==> config.mk <==
export PLATFORM = sky130hd
export DESIGN_NAME = uart_rx_frame
export DESIGN_NICKNAME = d
export VERILOG_FILES = /design/src/rtl/uart_rx_frame.sv
export SDC_FILE = /design/constraint.sdc
export NUM_CORES = 1
export LEC_CHECK = 0
export CAP_MARGIN = 10
export CORE_ASPECT_RATIO = 1.25
export CORE_MARGIN = 8
export CORE_UTILIZATION = 51
export DETAILED_ROUTE_END_ITERATION = 8
export PLACE_DENSITY = 0.75
export SLEW_MARGIN = 20
export SYNTH_ARGS = -nofsm -noshare
export SYNTH_HDL_FRONTEND = slang
export SYNTH_SLANG_ARGS = --single-unit
==> constraint.sdc <==
create_clock -name clock -period 1.6 [get_ports clock]
set_input_delay 0.32 -clock clock [delete_from_list [all_inputs] [get_ports clock]]
set_output_delay 0.32 -clock clock [all_outputs]
set_load 0.005 [all_outputs]
==> src/rtl/uart_rx_frame.sv <==
// -----------------------------------------------------------------------------
// uart_rx_frame
//   Parametrised UART receiver: 5..9 data bits (LSB first), optional odd/even
//   parity, 1 or 2 stop bits. Every bit is sampled three times around its
//   centre and decided by 2-of-3 majority. Short low glitches on an idle line
//   are rejected at the start bit. Parity, framing and break errors are
//   reported alongside each received word.
//
// Parameters
//   CLOCKS_PER_BIT  clocks per bit time (>= 4)
//   DATA_BITS       data bits per frame (5..9)
//   PARITY          0 = none, 1 = odd, 2 = even
//   STOP_BITS       1 or 2
//
// Ports
//   clock       in   single clock, all logic on posedge
//   reset       in   asynchronous, active-low
//   rx          in   serial line, asynchronous to clock, idles high
//   rxdata      out  last received data word
//   rxvalid     out  one-cycle pulse when rxdata and the error flags update
//   parity_err  out  parity mismatch in the last frame
//   frame_err   out  a stop bit was voted 0 in the last frame
//   break_det   out  last frame was all zeros including the stop bits
//   busy        out  high whenever the receiver is not idle
// -----------------------------------------------------------------------------
module uart_rx_frame #(
  parameter int CLOCKS_PER_BIT = 10,
  parameter int DATA_BITS      = 8,
  parameter int PARITY         = 0,
  parameter int STOP_BITS      = 1
) (
  input  logic                 clock,
  input  logic                 reset,
  input  logic                 rx,
  output logic [DATA_BITS-1:0] rxdata,
  output logic                 rxvalid,
  output logic                 parity_err,
  output logic                 frame_err,
  output logic                 break_det,
  output logic                 busy
);

  localparam int   C   = CLOCKS_PER_BIT;
  localparam int   H   = C / 2;
  localparam int   P   = (PARITY != 0) ? 1 : 0;
  localparam int   CW  = $clog2(C) + 1;
  localparam int   BW  = 4;
  localparam logic ODD = (PARITY == 1);

  typedef enum logic [2:0] {
    IDLE,
    START,
    DATA,
    PAR,
    STOP,
    WAIT_HIGH
  } state_t;

  state_t state, state_next;

  logic                 rx_meta;
  logic                 s;
  logic [CW-1:0]        cnt;
  logic [BW-1:0]        bit_cnt;
  logic                 v_a, v_b;
  logic [DATA_BITS-1:0] shreg;
  logic                 par_bit;
  logic                 stop_err;
  logic                 all_zero;

  logic samp_a, samp_b, samp_c;
  logic vote;
  logic last_data, last_stop;
  logic frame_err_now, break_now, parity_bad;

  // Two-flop synchroniser; both stages reset to the idle (high) line level so
  // reset release never looks like a start edge.
  // NOTE: sequential state is always updated with non-blocking assignments so
  // every flop samples the pre-edge value of its inputs.
  always_ff @(posedge clock or negedge reset) begin
    if (!reset) begin
      rx_meta <= 1'b1;
      s       <= 1'b1;
    end else begin
      rx_meta <= rx;
      s       <= rx_meta;
    end
  end

  // cnt holds the position of the current cycle inside the current bit, so the
  // three samples sit at H-1, H and H+1 and the vote is formed on the last one.
  assign samp_a = (cnt == CW'(H - 1));
  assign samp_b = (cnt == CW'(H));
  assign samp_c = (cnt == CW'(H + 1));
  assign vote   = (v_a & v_b) | (v_a & s) | (v_b & s);

  assign last_data = (bit_cnt == BW'(DATA_BITS - 1));
  assign last_stop = (bit_cnt == BW'(STOP_BITS - 1));

  // Evaluated on the vote of the last stop bit.
  assign frame_err_now = stop_err | ~vote;
  assign break_now     = all_zero & ~vote;
  assign parity_bad    = (P != 0) && ((^shreg ^ par_bit) != ODD);

  assign busy = (state != IDLE);

  always_ff @(posedge clock or negedge reset) begin
    if (!reset) state <= IDLE;
    else        state <= state_next;
  end

  // NOTE: state_next gets its default before the case so no path leaves it
  // unassigned, which would otherwise infer a latch.
  always_comb begin
    state_next = state;
    unique case (state)
      IDLE:      if (!s) state_next = START;
      START:     if (samp_c) state_next = vote ? IDLE : DATA;
      DATA:      if (samp_c && last_data) state_next = (P != 0) ? PAR : STOP;
      PAR:       if (samp_c) state_next = STOP;
      // Leave on the last stop vote rather than waiting out the bit, so a
      // back-to-back start edge is not missed.
      STOP:      if (samp_c && last_stop) state_next = frame_err_now ? WAIT_HIGH : IDLE;
      WAIT_HIGH: if (s) state_next = IDLE;
      default:   state_next = IDLE;
    endcase
  end

  always_ff @(posedge clock or negedge reset) begin
    if (!reset) begin
      cnt        <= '0;
      bit_cnt    <= '0;
      v_a        <= 1'b0;
      v_b        <= 1'b0;
      shreg      <= '0;
      par_bit    <= 1'b0;
      stop_err   <= 1'b0;
      all_zero   <= 1'b0;
      rxdata     <= '0;
      rxvalid    <= 1'b0;
      parity_err <= 1'b0;
      frame_err  <= 1'b0;
      break_det  <= 1'b0;
    end else begin
      rxvalid <= 1'b0;

      // The cycle that sees s == 0 in IDLE is frame cycle 0, so the counter
      // enters START already at 1.
      if (state == IDLE || state == WAIT_HIGH) begin
        cnt <= (state == IDLE && !s) ? CW'(1) : '0;
      end else begin
        cnt <= (cnt == CW'(C - 1)) ? '0 : cnt + CW'(1);
      end

      if (samp_a) v_a <= s;
      if (samp_b) v_b <= s;

      if (state == IDLE) begin
        bit_cnt  <= '0;
        stop_err <= 1'b0;
        all_zero <= 1'b1;
      end

      if (samp_c) begin
        unique case (state)
          DATA: begin
            shreg    <= {vote, shreg[DATA_BITS-1:1]};
            all_zero <= all_zero & ~vote;
            // Cleared on the last data bit so STOP starts counting from 0;
            // otherwise saturating, never wrapping inside a frame.
            if (last_data)          bit_cnt <= '0;
            else if (bit_cnt != '1) bit_cnt <= bit_cnt + BW'(1);
          end
          PAR: begin
            par_bit  <= vote;
            all_zero <= all_zero & ~vote;
          end
          STOP: begin
            stop_err <= stop_err | ~vote;
            all_zero <= all_zero & ~vote;
            if (last_stop) begin
              bit_cnt    <= '0;
              rxvalid    <= 1'b1;
              rxdata     <= break_now ? '0 : shreg;
              parity_err <= ~break_now & parity_bad;
              frame_err  <= frame_err_now;
              break_det  <= break_now;
            end else if (bit_cnt != '1) begin
              bit_cnt <= bit_cnt + BW'(1);
            end
          end
          default: ;
        endcase
      end
    end
  end

endmodule

==> metrics.txt <==
failing checks=setup timing; footprint of the multi-input gates=994.7 µm²; Area Growth Syn to Fin=41.42%; antenna violations before repair=0; crit-path max FO=3; CP peak stage delay=0.48 ns; Wirelength per Cell=16.58 µm; post-synthesis mux area share=0.07797; met3 wire length=142 µm; Synth Net Count=186; commonest non-fill, non-tap cell in the layout=buf_4; nets@finish=246; DP Area=2276 µm²; Chip Width=69.81 µm; worst path cell trace=inv_2 -> ha_1 -> nor3b_4 -> a211oi_2 -> or4_1 -> a31oi_1; Top Family by Delay on Critical Path=simple AND/OR/NAND/NOR gates; Tot GR Track Use=0.1603; RSZ-0062 raised after global routing=true; largest family of logic cells by synthesized area=simple AND/OR/NAND/NOR gates; core area=around 3500 µm²; WL final=4593 µm; Slew headroom=0.6528; final setup fails=4; ys async rst share=1.000; Avg Cell Area, Syn=10.43 µm²; clock tree buffer depth=2; top post-synthesis cells by area=dfrtp_1, mux2_2, nand2_1; Max-cap violations=0; Final Max Slew Viols=0; Bufs and invs on worst path=1; Die ar.=5812 µm²; highest-count cells in the layout ignoring fill and taps=buf_4, dfrtp_1, nand2_1, nor2_1, clkdlybuf4s50_1; fillers=236; Diodes inserted=0; GR Overflow Total=0; Synth Area in Compound Gates=0.1010; CP arrival=1.92 ns; final std cells w/o fill=277; cell accounting for the most synthesized area=dfrtp_1; Vias/cell=5.603; Worst Skew=0.003088 ns; Initial DRT Pass Iterations=5; TritonCTS Buffers=5; Top FF cell, synth=dfrtp_1; fin worst setup slack=-0.1122 ns; period utilisation layout=1.070; critical path type=flop to flop; DRC violations left=0; outcome=finished with violations; Critical Path Start Type=flop; placed cells=258; maximum vdd drop=1138 µV; Seq cells post-synth=37; DPL Wire Length=3290 µm; initial core utilization=0.5298; warnings from Yosys=0; share of layout cells above drive strength 1=0.4202; Post-Syn Area=1846 µm²; I/O Pins=16; post-synthesis cell count=~180; maximum clock frequency=584.0 MHz; P per Cell Area=1370 nW/µm²; FF+latch area=between 900 and 1000 µm²; site row count=24; CTS root buf=clkbuf_8; DR WL met2=2448 µm; vias in the first global route=1626; sequential share of the synthesized area=0.5031; initial DRC count=77; Post-Route M1 WL=1898 µm; Crit-path slowest cell=or4_1; HP Class=flop to flop; Fin. Hold Viols=0; Post-Synth Simple-Gate Area=0.2088; Total Negative Setup Slacks=-0.1687 ns; clk sink count=37; final instance area=2610 µm²; vias post-DR=1552; PortBufs=14; Pleak=between 1 and 1.5 nW; Clock H-tree levels=2; post-route minimum period=1.712 ns; Adder-Cell Fraction of Synth Area=0.04610; clk_lat worst skew=0.29 ns; post-synthesis cell type count=49; chip height=about 83 µm; Final Wtd Congestion=0.8388; DP Worst Slack=-0.08906 ns; Worst-path clk slew=0.07 ns; CTS tree=yes; first-pass GRT wire length=between 7000 and 8000 µm; Worst Path Required=1.81 ns; Post-synth EDFFs=0; Worst Tran Pin Value=0.5208 ns; largest net degree at the start of global routing=22; highest routing layer actually used=met4; CP endpoint kind=flop; Final ANT Viol Nets=0; Synth Area in XOR/XNOR=0.02373; Synth top area share=0.4746
## where the power goes
group	total, mW	internal, mW	switching (mW)
Sequential	1.18	1.07	0.111
Combinational	1.67	0.870	0.799
Clock	0.732	0.397	0.334
Total	3.58	2.33	1.24
## metal layers
layer	GRT usage	up-vias
li1	-	735
met1	0.1789	769
met2	0.2706	38
met3	0.05119	10
met4	0.06960	0
met5	0	-
## logic make-up after synthesis
kind of cell	Yosys count
buf+inv	17
simple gates	68
mux	13
flops	37
compound gates	29
other cells	1
fa+ha+maj	7
xor+xnor	5
## registers in the layout, indices dropped and copies added, names as in the netlist
name and cells:
v_a 1, all_zero 1, shreg 8, rxvalid 1, state 3, v_b 1
bit_cnt 4, stop_err 1, cnt 5, s 1, rxdata 8, frame_err 1
break_det 1, rx_meta 1
## cells in the mapped netlist, drive strengths merged (2+ instances only)
master  count
nor2b       4
xor2        3
a31oi       2
nor4        2
buf         3
dfstp       2
o21ai      11
mux2       11
or3b        2
a21oi       5
dfrtp      35
nor2       14
clkbuf      4
o22ai       2
xnor2       2
nor3b       2
nand2b      5
nand2      23
inv        10
ha          6
nor3        3
nand3       5
mux2i       2
## area by class of cell
class	instances	area share
clock buffers	7	0.03691
repair buffers	60	0.1889
inverters	10	0.01438
flip-flops and latches	37	0.3567
clock inverters	1	0.003356
multi-input cells	123	0.3811
well taps	39	0.01870
## path summary, 6_finish.rpt
| check | slack (ns) | cells past startpoint | start | end |
|---|---|---|---|---|
| setup / recovery | -0.11 | 6 | bit_cnt[0] | state[0] |
| hold / removal | 0.36 | 0 | rx_meta | s |
| setup reg to reg | -0.11 | 6 | bit_cnt[0] | state[0] |
| hold reg to reg | 0.36 | 0 | rx_meta | s |
| max in group asynchronous | 0.52 | 3 | reset | state[1] |
| min in group asynchronous | 0.53 | 2 | reset | bit_cnt[1] |
## through the flow
step / util / hold slack, ns / power (mW)
2_1_floorplan: - / 0.02441 / 1.897
3_3_place_gp: 0.6534 / 0.3057 / 2.477
6_report: 0.7493 / 0.3592 / 3.577
4_1_cts: 0.7141 / 0.3616 / 3.406
5_1_grt: 0.7493 / 0.3630 / 3.777
3_5_place_dp: 0.6534 / 0.3111 / 2.520
## timing repair
| action | in CTS | in global routing |
|---|---|---|
| hold buffers | 1 | 0 |
| setup buffers | 6 | 4 |
| resized for setup | 16 | 22 |
| endpoints found under the hold margin | 8 | 0 |
| endpoints found under the setup margin | 7 | 28 |
| pin swaps | 5 | 11 |
No activity file was read; power rests on OpenSTA's default activity.
